**src/rtl/irq_sched.sv**
```systemverilog
// rtl/irq_sched.sv - interrupt dispatch scheduler: pending capture, arbitration, req/ack/eoi FSM
module irq_sched #(
   parameter int NUM_SRC = 4,
   parameter int VEC_W   = 2,
   parameter bit RR_EN   = 1'b1
) (
   input  logic               clk,
   input  logic               rst,
   input  logic               enable,
   input  logic [NUM_SRC-1:0] irq_trigger,
   input  logic [NUM_SRC-1:0] irq_mask,
   input  logic               cpu_ack,
   input  logic               cpu_eoi,
   output logic               cpu_irq,
   output logic [VEC_W-1:0]   cpu_vec,
   output logic               in_service,
   output logic [NUM_SRC-1:0] pending,
   output logic [NUM_SRC-1:0] overrun
);

   localparam logic [1:0] IDLE = 2'd0;
   localparam logic [1:0] REQ  = 2'd1;
   localparam logic [1:0] SERV = 2'd2;

   logic [1:0]         state;
   logic [VEC_W-1:0]   rr_ptr;
   logic [NUM_SRC-1:0] eligible;
   logic [NUM_SRC-1:0] ack_clr;
   logic [VEC_W-1:0]   winner;
   logic               found;
   logic               acked;
   logic [VEC_W-1:0]   rr_next;
   int                 j;

   assign acked    = (state == REQ) && cpu_ack;
   assign ack_clr  = acked ? (NUM_SRC'(1) << cpu_vec) : '0;
   assign eligible = enable ? (pending & ~irq_mask) : '0;
   assign rr_next  = (cpu_vec == VEC_W'(NUM_SRC - 1)) ? '0 : cpu_vec + 1'b1;

   // Search starts at rr_ptr in round-robin mode, at 0 in fixed-priority mode.
   always_comb begin
      found  = 1'b0;
      winner = '0;
      j      = 0;
      for (int k = 0; k < NUM_SRC; k++) begin
         j = (RR_EN ? int'(rr_ptr) : 0) + k;
         if (j >= NUM_SRC) j = j - NUM_SRC;
         if (!found && eligible[j]) begin
            found  = 1'b1;
            winner = VEC_W'(j);
         end
      end
   end

   // A trigger landing in the ack cycle re-arms the bit and is not an overrun.
   always_ff @(posedge clk or posedge rst) begin
      if (rst) begin
         pending <= '0;
         overrun <= '0;
      end else begin
         pending <= (pending & ~ack_clr) | irq_trigger;
         overrun <= irq_trigger & pending & ~ack_clr;
      end
   end

   always_ff @(posedge clk or posedge rst) begin
      if (rst) begin
         state      <= IDLE;
         cpu_irq    <= 1'b0;
         cpu_vec    <= '0;
         in_service <= 1'b0;
         rr_ptr     <= '0;
      end else begin
         case (state)
            IDLE: begin
               if (found) begin
                  cpu_vec <= winner;
                  cpu_irq <= 1'b1;
                  state   <= REQ;
               end
            end
            REQ: begin
               if (cpu_ack) begin
                  cpu_irq    <= 1'b0;
                  in_service <= 1'b1;
                  state      <= SERV;
               end else if (!enable || irq_mask[cpu_vec]) begin
                  cpu_irq <= 1'b0;
                  state   <= IDLE;
               end
            end
            SERV: begin
               if (cpu_eoi) begin
                  in_service <= 1'b0;
                  rr_ptr     <= rr_next;
                  state      <= IDLE;
               end
            end
            default: begin
               cpu_irq    <= 1'b0;
               in_service <= 1'b0;
               state      <= IDLE;
            end
         endcase
      end
   end

endmodule
```
**config.mk**
```make
export PLATFORM = sky130hd
export DESIGN_NAME = irq_sched
export DESIGN_NICKNAME = d
export VERILOG_FILES = /design/src/rtl/irq_sched.sv
export SDC_FILE = /design/constraint.sdc
export NUM_CORES = 1
export LEC_CHECK = 0
export CAP_MARGIN = 20
export CORE_MARGIN = 4
export CORE_UTILIZATION = 35
export CTS_CLUSTER_SIZE = 12
export DETAILED_ROUTE_END_ITERATION = 8
export PLACE_DENSITY = 0.59
export SYNTH_ARGS = -nofsm -noshare
export SYNTH_HDL_FRONTEND = slang
export SYNTH_SLANG_ARGS = --single-unit
```
**constraint.sdc**
```tcl
create_clock -name clk -period 2.7 [get_ports clk]
set_clock_uncertainty 0.2 [all_clocks]
set_input_delay 0.405 -clock clk [delete_from_list [all_inputs] [get_ports clk]]
set_output_delay 0.405 -clock clk [all_outputs]
set_load 0.02 [all_outputs]
```
==> impl_metrics.tcl, run 1 <==
set metrics [dict create \
    share_of_cells_above_drive_strength_1 0.116 \
    cts_buffers 3 \
    postLayoutCellArea_um2 1180 \
    rows 17 \
    syn_inst 84 \
    fin_tns_setup_ns 0 \
    pwr-share-seq 0.408 \
    grt_util_all_layers 0.118 \
    fin_cells 140 \
    cp.buffers_inverters 1 \
    post_synth_main_area_contributors "dfrtp_1 46%, inv_1 6.0%, ha_1 5.7%, nand2_1 3.9%, a2111oi_4 3.2%" \
    routed_wl_um 1780 \
    synth_top_cell_by_area "dfrtp_1" \
    cp.required_ns 2.10 \
    clockRootBuffer "clkbuf_4" \
    yosysWarningCount 0 \
    synth_nets 101 \
    detailedRoute.firstIterationViolations 8 \
    clock.fmax_mhz 483 \
    power.density_nw_per_um2 799 \
    fin_nets 130 \
    min-delay-path-class "input port to asynchronous set/reset pin" \
    first_pass_grt_wire_length_um 3130 \
    numClockSinks 16 \
    dp_hpwl_um 1410 \
    detail_route.first_pass.iterations 4 \
    power.ir.vdd_worst_mv 0.403 \
    start_kind "register" \
    placedCellCount 136 \
    number_of_h_tree_levels 1 \
    layout_worst_path_cycle_share 0.767 \
    rsz0062_at_grt "false" \
    critical_path.endpoint_type "output port" \
    cts_resized 0 \
    period_needed_ns 2.07 \
    setup_viol_count_final 0 \
    start_util 0.380 \
    cellInternalPower_uw 596 \
    routed-via-count 695 \
    antenna_violations_before_repair 0 \
    route.antenna.remaining_nets 0 \
    share_clk_of_total_power 0.168 \
    finalMaxSlewViolations 0 \
    finalHoldViolCount 0 \
    design.die.area_um2 3360 \
    criticalPathCategory "register to output port" \
    synth.cell_area_um2 873 \
    cts_tree "built" \
    cp_slowest_cell "clkdlybuf4s50_1" \
    cts_post_setup_buffers_inserted 0 \
    hold_buffers 0 \
    cts_max_path_buffers 2 \
    synth_top_area_share 0.458 \
    power.net_switching_uw 350 \
    path_clk_slew_ns 0.10 \
    worst_path_dominant_cell_family "buffers and inverters" \
    crit_arrival_ns 1.47 \
    floorplan.die.height_um 58.0 \
    crit_path_max_incr_delay_ns 0.67 \
    io_buffer_count 24 \
    slew_headroom 0.610 \
    synthDistinctLibCells 30 \
    detail_route.drc_violations 0 \
    sequential_element_share_of_the_synthesized_area 0.458 \
    area_delta_synth_final_pct 35.7 \
    worst-slew-pin-transition_ns 0.584 \
    gpl_wtd_cong 0.813 \
    postSynthAreaPerCell_um2 10.4 \
    floorplan.io_pins 25 \
    critical_path_peak_fanout 7 \
    cp_cell_sequence "clkdlybuf4s50_1" \
    layout.filler_cells 209 \
    run_status "finished clean" \
    pwr-share-comb 0.424 \
    overflow 0 \
    grt_max_degree 17 \
    clock_latency_on_the_worst_skew_pair_ns 0.29 \
    insertedDiodeCount 0 \
    grt_pass1_vias 752 \
    netSwitchingFraction 0.370 \
    maxCapViolCount 0 \
    power.leakage_uw 0.000528 \
    die_x_um 58.0 \
    post_drt_via_cell_ratio 4.96 \
    coreArea_um2 2300 \
    synth_seq_cells 16 \
    placed_area_um2 1150 \
    routed_wire_length_per_instance_um 12.7 \
]
registers in the layout (all words and copies together) (netlist names):
signal	cells
pending	4
cpu_irq	1
overrun	4
in_service	1
rr_ptr	2
cpu_vec	2
state	2
power groups by stage:
stage / logic, uW / clock network [uW] / registers, uW
floorplan: 204 / 0 / 425
global placement: 400 / 0 / 393
CTS: 408 / 166 / 387
detailed placement: 405 / 0 / 391
finish: 401 / 159 / 387
global route: 446 / 173 / 401
cell usage after synthesis:
| library cell | count |
|---|---|
| o211ai_1 | 1 |
| a21boi_1 | 1 |
| o32ai_1 | 1 |
| and4bb_2 | 1 |
| and4_1 | 1 |
| nand2b_4 | 1 |
| a221oi_1 | 1 |
| dfrtp_1 | 16 |
| nand2b_1 | 4 |
| mux2_2 | 1 |
| a2111oi_4 | 1 |
| nor4_1 | 1 |
| o21ai_0 | 4 |
| nor2_1 | 5 |
| nand3b_1 | 2 |
| a21boi_0 | 1 |
| a22oi_2 | 1 |
| a32oi_1 | 1 |
| a21oi_1 | 1 |
| nor2b_4 | 2 |
| ha_1 | 4 |
| o21ai_1 | 4 |
| a21o_1 | 1 |
| o31ai_1 | 1 |
| mux2i_1 | 1 |
| and2b_1 | 1 |
| nand2_1 | 9 |
| inv_1 | 14 |
| or2_4 | 1 |
| mux4_2 | 1 |
metal layers:
metal	share of wire	vias up	GRT usage
met5	0	-	0
li1	-	342	-
met1	0.45	334	0.146
met2	0.47	19	0.194
met4	0	0	0.0397
met3	0.074	0	0.0379
placed cells by master (no fill, tap or decap):
| cell type | synthesis | routed |
|---|---|---|
| a21boi_0 | 1 | 1 |
| or2_4 | 1 | 1 |
| and4bb_2 | 1 | 1 |
| nand3b_1 | 2 | 2 |
| nor2_1 | 5 | 5 |
| nor4_1 | 1 | 1 |
| a22oi_2 | 1 | 1 |
| o21ai_0 | 4 | 4 |
| clkdlybuf4s50_1 | 0 | 24 |
| mux4_2 | 1 | 1 |
| nand2b_4 | 1 | 1 |
| mux2_2 | 1 | 1 |
| inv_1 | 14 | 14 |
| o31ai_1 | 1 | 1 |
| o211ai_1 | 1 | 1 |
| a32oi_1 | 1 | 1 |
| clkbuf_4 | 0 | 3 |
| a21o_1 | 1 | 1 |
| ha_1 | 4 | 4 |
| mux2i_1 | 1 | 1 |
| dfrtp_1 | 16 | 16 |
| a2111oi_4 | 1 | 1 |
| clkbuf_8 | 0 | 1 |
| nand2_1 | 9 | 9 |
| a221oi_1 | 1 | 1 |
| o32ai_1 | 1 | 1 |
| and2b_1 | 1 | 1 |
| o21ai_1 | 4 | 4 |
| a21boi_1 | 1 | 1 |
| nor2b_4 | 2 | 2 |
| a21oi_1 | 1 | 1 |
| nand2b_1 | 4 | 4 |
| and4_1 | 1 | 1 |
stage by stage:
stage                     utilization  total power, uW  setup slack (ns)  hold slack [ns]
after floorplan                     -              629              1.11            0.119
after global placement          0.500              793             0.737            0.261
after detailed placement        0.500              796             0.669            0.267
after CTS                       0.516              961             0.614            0.289
after global routing            0.516             1020             0.538            0.328
final                           0.516              947             0.630            0.270
cells by family (layout without fill, tap and decap cells):
family,after synthesis,after routing,share of synthesized area
muxes,3,3,0.0501
DFF,16,16,0.458
adders and majority gates,4,4,0.0573
and+or+nand+nor,28,28,0.203
AOI/OAI and AO/OA,19,19,0.171
buffers and inverters,14,42,0.0602
area by class of cell:
cell class                 count  area (um2)  share of cell area
clock buffer                   4        36.3              0.0306
multi-input combinational     54         420               0.355
inverter                      14        52.6              0.0444
tap                           28        35.0              0.0296
sequential                    16         400               0.338
timing repair buffer          24         240               0.203
worst paths after layout:
kind / cells past startpoint / slack (ns) / end / start
worst max-delay path: 1 / 0.63 / cpu_vec[0] / cpu_vec[0]
worst min-delay path: 2 / 0.27 / cpu_irq / rst
worst max register to register: 3 / 1.10 / cpu_irq / cpu_vec[0]
worst min register to register: 2 / 0.28 / in_service / in_service
max in group asynchronous: 2 / 1.64 / pending[2] / rst
min in group clk: 2 / 0.28 / in_service / in_service
(Power assumes the default switching activity.)
==> inputs of run 2 (changes only) <==
- clock period: 2.7 -> 2.1 ns (I/O delays scaled with it)
==> results of run 2 <==
Same layout as run 1 (identical final DEF). Status: finished clean.
Main changes from that run: setup slack after placement 0.669 ns -> 0.159 ns; setup slack after layout 0.630 ns -> 0.120 ns; hold slack 0.270 ns -> 0.180 ns; register-to-register setup slack 1.10 ns -> 0.50 ns; total power 947 uW -> 1220 uW; worst IR drop on VDD 0.403 mV -> 0.519 mV
